<file path="config.mk">
export PLATFORM = sky130hd
export DESIGN_NAME = xylo_player_flat
export DESIGN_NICKNAME = d
export VERILOG_FILES = /design/src/rtl/xylo_player_if.sv /design/src/rtl/xylo_player.sv /design/src/flat_wrapper.sv
export SDC_FILE = /design/constraint.sdc
export NUM_CORES = 1
export LEC_CHECK = 0
export CAP_MARGIN = 10
export CORE_ASPECT_RATIO = 0.75
export CORE_MARGIN = 2
export CORE_UTILIZATION = 60
export DETAILED_ROUTE_END_ITERATION = 8
export PLACE_DENSITY = 0.9
export REMOVE_ABC_BUFFERS = 1
export SYNTH_ARGS = -nofsm -noshare
export SYNTH_HDL_FRONTEND = slang
export SYNTH_SLANG_ARGS = --single-unit
</file>
<file path="constraint.sdc">
create_clock -name clock -period 7.9 [get_ports clock]
set_input_delay 1.58 -clock clock [delete_from_list [all_inputs] [get_ports clock]]
set_output_delay 1.58 -clock clock [all_outputs]
set_load 0.02 [all_outputs]
</file>
<file path="src/rtl/xylo_player_if.sv">
// Control and display bundle for the xylophone note player.
// The bench drives the master side; the player sits on the slave side.
interface xylo_player_if #(
   parameter int DUR_W = 8
);
   logic [3:0]       note_in;
   logic [DUR_W-1:0] dur_in;
   logic             push;
   logic             play;
   logic             stop;
   logic             s0, s1, s2, s3, s4, s5, s6;
   logic [3:0]       note_out;
   logic             busy;
   logic             full;
   logic             empty;
   logic             done;
   logic             overflow;

   modport master (
      output note_in, dur_in, push, play, stop,
      input  s0, s1, s2, s3, s4, s5, s6, note_out, busy, full, empty, done, overflow
   );

   modport slave (
      input  note_in, dur_in, push, play, stop,
      output s0, s1, s2, s3, s4, s5, s6, note_out, busy, full, empty, done, overflow
   );
endinterface

</file>
<file path="src/rtl/xylo_player.sv">
// Queued note player: a FIFO of {note, duration} entries played one by one
// on a seven-segment display, with a one-cycle blank gap between notes.
module xylo_player #(
   parameter int DEPTH = 8,
   parameter int DUR_W = 8
) (
   input logic          clock,
   input logic          reset,
   xylo_player_if.slave bus
);
   localparam int AW = (DEPTH > 1) ? $clog2(DEPTH) : 1;
   localparam int CW = AW + 1;

   typedef enum logic [1:0] {IDLE, PLAY, GAP} state_t;

   state_t           state;
   logic [3:0]       mem_note [DEPTH];
   logic [DUR_W-1:0] mem_dur  [DEPTH];
   logic [AW-1:0]    wr_ptr;
   logic [AW-1:0]    rd_ptr;
   logic [CW-1:0]    count;
   logic [DUR_W-1:0] dur_cnt;
   logic [6:0]       seg;
   logic [3:0]       note_q;
   logic             done_q;
   logic             overflow_q;
   logic             full;
   logic             empty;
   logic             do_push;
   logic             do_pop;
   logic [3:0]       head_note;
   logic [DUR_W-1:0] head_dur;

   function automatic logic [6:0] seg_of(input logic [3:0] n);
      logic [6:0] p;
      case (n)
         4'h0: p = 7'h3F;
         4'h1: p = 7'h06;
         4'h2: p = 7'h5B;
         4'h3: p = 7'h4F;
         4'h4: p = 7'h66;
         4'h5: p = 7'h6D;
         4'h6: p = 7'h7D;
         4'h7: p = 7'h07;
         4'h8: p = 7'h7F;
         4'h9: p = 7'h6F;
         4'hA: p = 7'h77;
         4'hB: p = 7'h7C;
         4'hC: p = 7'h39;
         4'hD: p = 7'h5E;
         4'hE: p = 7'h79;
         default: p = 7'h71;
      endcase
      return p;
   endfunction

   assign full  = (count == CW'(DEPTH));
   assign empty = (count == '0);

   // A pop happens exactly on the cycle the FSM commits to entering PLAY,
   // so the pushed-while-full case can still succeed in that same cycle.
   always_comb begin
      do_pop    = 1'b0;
      do_push   = 1'b0;
      head_note = mem_note[rd_ptr];
      head_dur  = mem_dur[rd_ptr];
      if (!bus.stop && !empty) begin
         do_pop = ((state == IDLE) && bus.play) || (state == GAP);
      end
      do_push = bus.push && (!full || do_pop);
   end

   always_ff @(posedge clock) begin
      if (do_push && !reset) begin
         mem_note[wr_ptr] <= bus.note_in;
         mem_dur[wr_ptr]  <= bus.dur_in;
      end
   end

   always_ff @(posedge clock) begin
      if (reset) begin
         wr_ptr     <= '0;
         rd_ptr     <= '0;
         count      <= '0;
         overflow_q <= 1'b0;
      end else begin
         if (do_push) wr_ptr <= wr_ptr + AW'(1);
         if (do_pop)  rd_ptr <= rd_ptr + AW'(1);
         case ({do_push, do_pop})
            2'b10:   count <= count + CW'(1);
            2'b01:   count <= count - CW'(1);
            default: count <= count;
         endcase
         if (bus.push && full && !do_pop) overflow_q <= 1'b1;
      end
   end

   // dur_cnt holds the PLAY cycles still to come after the current one;
   // a zero duration is stretched to a single cycle.
   always_ff @(posedge clock) begin
      if (reset) begin
         state   <= IDLE;
         seg     <= '0;
         note_q  <= '0;
         dur_cnt <= '0;
         done_q  <= 1'b0;
      end else begin
         done_q <= 1'b0;
         if (bus.stop) begin
            state  <= IDLE;
            seg    <= '0;
            note_q <= '0;
         end else begin
            case (state)
               IDLE: begin
                  if (do_pop) begin
                     state   <= PLAY;
                     seg     <= seg_of(head_note);
                     note_q  <= head_note;
                     dur_cnt <= (head_dur == '0) ? '0 : head_dur - DUR_W'(1);
                  end
               end
               PLAY: begin
                  if (dur_cnt == '0) begin
                     state  <= GAP;
                     seg    <= '0;
                     note_q <= '0;
                  end else begin
                     dur_cnt <= dur_cnt - DUR_W'(1);
                  end
               end
               GAP: begin
                  if (do_pop) begin
                     state   <= PLAY;
                     seg     <= seg_of(head_note);
                     note_q  <= head_note;
                     dur_cnt <= (head_dur == '0) ? '0 : head_dur - DUR_W'(1);
                  end else begin
                     state  <= IDLE;
                     done_q <= 1'b1;
                  end
               end
               default: begin
                  state  <= IDLE;
                  seg    <= '0;
                  note_q <= '0;
               end
            endcase
         end
      end
   end

   assign bus.s0       = seg[0];
   assign bus.s1       = seg[1];
   assign bus.s2       = seg[2];
   assign bus.s3       = seg[3];
   assign bus.s4       = seg[4];
   assign bus.s5       = seg[5];
   assign bus.s6       = seg[6];
   assign bus.note_out = note_q;
   assign bus.busy     = (state != IDLE);
   assign bus.full     = full;
   assign bus.empty    = empty;
   assign bus.done     = done_q;
   assign bus.overflow = overflow_q;
endmodule

</file>
<file path="src/flat_wrapper.sv">
// flat-port wrapper written by rule: the top's interface ports become plain ports
module xylo_player_flat 
#(
   parameter int DEPTH = 8,
   parameter int DUR_W = 8
)
  (clock, reset, bus_note_in, bus_dur_in, bus_push, bus_play, bus_stop, bus_s0, bus_s1, bus_s2, bus_s3, bus_s4, bus_s5, bus_s6, bus_note_out, bus_busy, bus_full, bus_empty, bus_done, bus_overflow);
  xylo_player_if #(.DUR_W(DUR_W)) bus_i ();
  input logic clock;
  input logic reset;
  input wire logic [$bits(bus_i.note_in)-1:0] bus_note_in;
  input wire logic [$bits(bus_i.dur_in)-1:0] bus_dur_in;
  input wire logic [$bits(bus_i.push)-1:0] bus_push;
  input wire logic [$bits(bus_i.play)-1:0] bus_play;
  input wire logic [$bits(bus_i.stop)-1:0] bus_stop;
  output wire logic [$bits(bus_i.s0)-1:0] bus_s0;
  output wire logic [$bits(bus_i.s1)-1:0] bus_s1;
  output wire logic [$bits(bus_i.s2)-1:0] bus_s2;
  output wire logic [$bits(bus_i.s3)-1:0] bus_s3;
  output wire logic [$bits(bus_i.s4)-1:0] bus_s4;
  output wire logic [$bits(bus_i.s5)-1:0] bus_s5;
  output wire logic [$bits(bus_i.s6)-1:0] bus_s6;
  output wire logic [$bits(bus_i.note_out)-1:0] bus_note_out;
  output wire logic [$bits(bus_i.busy)-1:0] bus_busy;
  output wire logic [$bits(bus_i.full)-1:0] bus_full;
  output wire logic [$bits(bus_i.empty)-1:0] bus_empty;
  output wire logic [$bits(bus_i.done)-1:0] bus_done;
  output wire logic [$bits(bus_i.overflow)-1:0] bus_overflow;
  assign bus_i.note_in = bus_note_in;
  assign bus_i.dur_in = bus_dur_in;
  assign bus_i.push = bus_push;
  assign bus_i.play = bus_play;
  assign bus_i.stop = bus_stop;
  assign bus_s0 = bus_i.s0;
  assign bus_s1 = bus_i.s1;
  assign bus_s2 = bus_i.s2;
  assign bus_s3 = bus_i.s3;
  assign bus_s4 = bus_i.s4;
  assign bus_s5 = bus_i.s5;
  assign bus_s6 = bus_i.s6;
  assign bus_note_out = bus_i.note_out;
  assign bus_busy = bus_i.busy;
  assign bus_full = bus_i.full;
  assign bus_empty = bus_i.empty;
  assign bus_done = bus_i.done;
  assign bus_overflow = bus_i.overflow;
  xylo_player #(.DEPTH(DEPTH), .DUR_W(DUR_W)) u_core (.clock(clock), .reset(reset), .bus(bus_i));
endmodule
</file>
==> impl_results.md <==
- WP data arrival: between 4 and 5 ns
- Post-synth cell types: 48
- Slew Viols, Final: 0
- CTS buffer count: 17
- Warnings from Yosys: 0
- Max-cap check violation count: 0
- Critical Path Max Stage Delay: between 0.8 and 0.9 ns
- Outcome: complete, no violations
- Initial antenna violation count: 0
- Post-Route WL: between 10,000 and 15,000 um
- LEAKAGE: 0.002297 uW
- Filler instances: 531
- Initial core utilization: 0.6243
- Final Cycle Share: 0.5266
- R2R cell count: 8
- GPL Wtd Cong: between 0.8 and 0.9
- Overall Power: between 1500 and 2000 uW
- N_diodes: 0
- H-tree depth: 4
- CP Launch Type: input pin
- Reg area: approximately 3600 um^2
- R2R setup slack: ~4.4 ns
- Hold Crit Class: flip-flop to flip-flop
- Clock sinks: 132
- Crit-path cells: clkdlybuf4s50_1, o311ai_0, and2_1, nand2_1, nor2_1
- Largest net degree at the start of global routing: 27
- Gr usage total: 0.2519
- DR WL/cell: 20.52 um
- Seq/Total Area, Yosys: 0.6328
- Initial DRC Count: ~410
- Slew margin rel.: 0.2170
- DRC Markers: 0
- Vias/cell: about 6.3
- Clock Latency Late Sink: around 0.42 ns
- Async S/R FF share, synth: 0
- FF+latch count, synth: 132
- Remaining antenna violation count: 0
- Core Rows: 30
- Share of cells above drive strength 1: 0.1674
- NumNets Final: around 470
- Clock Tree Root: clkbuf_16
- Worst-path maximum fanout: 12
- Final hold violation count: 0
- Post-CTS setup buffer count: 0
- Worst setup path start: bus_stop
- Global route overflow: 0
- CTS max path bufs: 2
- DP Cell Count: 547
- Post-Syn Instances: approximately 400
- CP top delay family: simple AND/OR/NAND/NOR gates
- TritonRoute pass-1 iters: 5
- Die H: just under 90 um
- Max VDD drop: approximately 0.25 mV
- WP depth: 5
- CP Buf/Inv Count: 1
- Chip Width: 116.5 um
- Clock slew at reported path FFs: about 0.050 ns
- Vias in the first global route: roughly 3,500
- Avg Cell Area, Syn: between 10 and 15 um^2
- First-pass GRT wire length: between 15,000 and 20,000 um
- RSZ-0062 raised after global routing: false
- Clk_skew: between 0.008 and 0.009 ns
- IO Port Bufs: 32
- I/O Pins: 33
- Crit path capture type: flip-flop
- Reg2reg end: u_core.dur_cnt[6]
- Req. time, crit path: just under 8 ns
- PD cells: 257.4 nW/um^2
- Setup TNS: 0 ns
- Commonest non-fill, non-tap cell in the layout: edfxtp_1
- Synth Cell Area: about 5700 um^2
- Slowest cell on crit path: nor2_1
- Die ar.: 10,290 um^2
- Number of synthesized flops with an enable pin: 96
- Resized Gates After CTS: 0
- Area of the multi-input gates: just under 2000 um^2
- Setup violators final: 0
- Count of non-filler cells in the finished layout: 582
- Worst setup path endpoint: u_core.mem_note[3][3]
- Post-layout min period: roughly 4.2 ns
- Setup CP Type: input pin to flip-flop
- Slew @ Worst Pin: about 1.2 ns
- Core box area: 9121 um^2
- Main synth FF type: edfxtp_1
- Most frequent cells in the layout: edfxtp_1, dfxtp_1, nor2_1
- Routed vias: between 3,000 and 4,000
- DP HPWL: roughly 7300 um
- Area growth syn-to-layout: 18.83%
- Hold buffers post-CTS: 0
- Fmax achieved: 0.2404 GHz
- TritonCTS clock tree: done
==> cell type report <==
cell class / instances / share of cell area
multi-input combinational: 238 / 0.2938
clock inverter: 11 / 0.01979
timing repair buffer: 40 / 0.05695
inverter: 12 / 0.006657
tap: 128 / 0.02367
clock buffer: 21 / 0.06657
sequential: 132 / 0.5325
==> power breakdown <==
group / switching, uW / internal (uW)
Clock: 277 / 500
Combinational: 109 / 80.4
Sequential: 15.4 / 760
==> worst min-delay path: stages, from the launching register on <==
cell and delay (ns):
dfxtp_1 0.31, nand2_1 0.05, a21oi_1 0.05
==> Yosys cell counts, types with 4 or more instances <==
library cell	count	area share
buf_2	4	0.0035
nand3_1	5	0.0044
nor2_1	34	0.022
xor2_1	6	0.0092
nor3_1	13	0.011
a221oi_1	6	0.0092
nand2_1	26	0.017
inv_1	11	0.0073
a21oi_1	21	0.018
edfxtp_1	96	0.51
mux2i_1	16	0.028
o22ai_1	4	0.0044
nand2b_1	5	0.0055
ha_1	13	0.029
dfxtp_1	36	0.13
nor4_1	4	0.0044
o21ai_0	5	0.0044
xnor2_1	8	0.012
a22oi_1	4	0.0053
clkbuf_1	12	0.0079
mux4_2	21	0.083
a21o_1	5	0.0066
nand4_1	4	0.0044
==> state kept, by name (all words and copies together) (netlist names), named ones only <==
register and count:
u_core.mem_note 32, u_core.state 2, u_core.bus.overflow 1, u_core.count 4
u_core.mem_dur 64, u_core.bus.note_out 4, u_core.rd_ptr 3, u_core.dur_cnt 8
u_core.wr_ptr 3, u_core.seg 7, u_core.bus.done 1
==> metal layers <==
| layer | vias up | wire, um | GRT usage |
|---|---|---|---|
| li1 | 1621 | - | - |
| met5 | - | 0 | 0 |
| met4 | 0 | 305 | 0.1093 |
| met3 | 31 | 879 | 0.07055 |
| met1 | 1834 | 5073 | 0.3406 |
| met2 | 158 | 5685 | 0.3901 |
==> worst min path at each step <==
stage	slack [ns]	cells after the start	to	startpoint
CTS	0.47	2	u_core.bus.note_out[3]	u_core.bus.note_out[3]
floorplan	0.45	2	flip-flop	u_core.rd_ptr[1]
detailed placement	0.45	2	u_core.seg[1]	u_core.seg[1]
global route	0.49	2	u_core.seg[1]	u_core.seg[1]
global placement	0.44	2	u_core.bus.note_out[3]	u_core.bus.note_out[3]
finish	0.46	2	u_core.bus.note_out[3]	u_core.bus.note_out[3]
==> kinds of logic (layout without fill, tap and decap cells) <==
| family | after synthesis | count (layout) | share of synthesized area |
|---|---|---|---|
| xor+xnor | 14 | 14 | 0.02153 |
| fa+ha+maj | 13 | 13 | 0.02857 |
| mux | 43 | 43 | 0.1250 |
| buf+inv | 31 | 84 | 0.02395 |
| compound gates | 60 | 60 | 0.07339 |
| flops | 132 | 132 | 0.6328 |
| simple gates | 108 | 108 | 0.09470 |
==> per-stage QoR <==
| step | setup slack, ns | hold slack [ns] | area (um^2) | utilization |
|---|---|---|---|---|
| 4_1_cts | 3.681 | 0.4666 | 6739 | 0.7388 |
| 3_5_place_dp | 3.299 | 0.4520 | 6155 | 0.6748 |
| 5_1_grt | 3.556 | 0.4938 | 6766 | 0.7418 |
| 2_1_floorplan | 3.852 | 0.4467 | 5603 | - |
| 3_3_place_gp | 3.509 | 0.4447 | 6155 | 0.6748 |
| 6_report | 3.739 | 0.4607 | 6766 | 0.7418 |
Power figures use the tool's default switching activity.
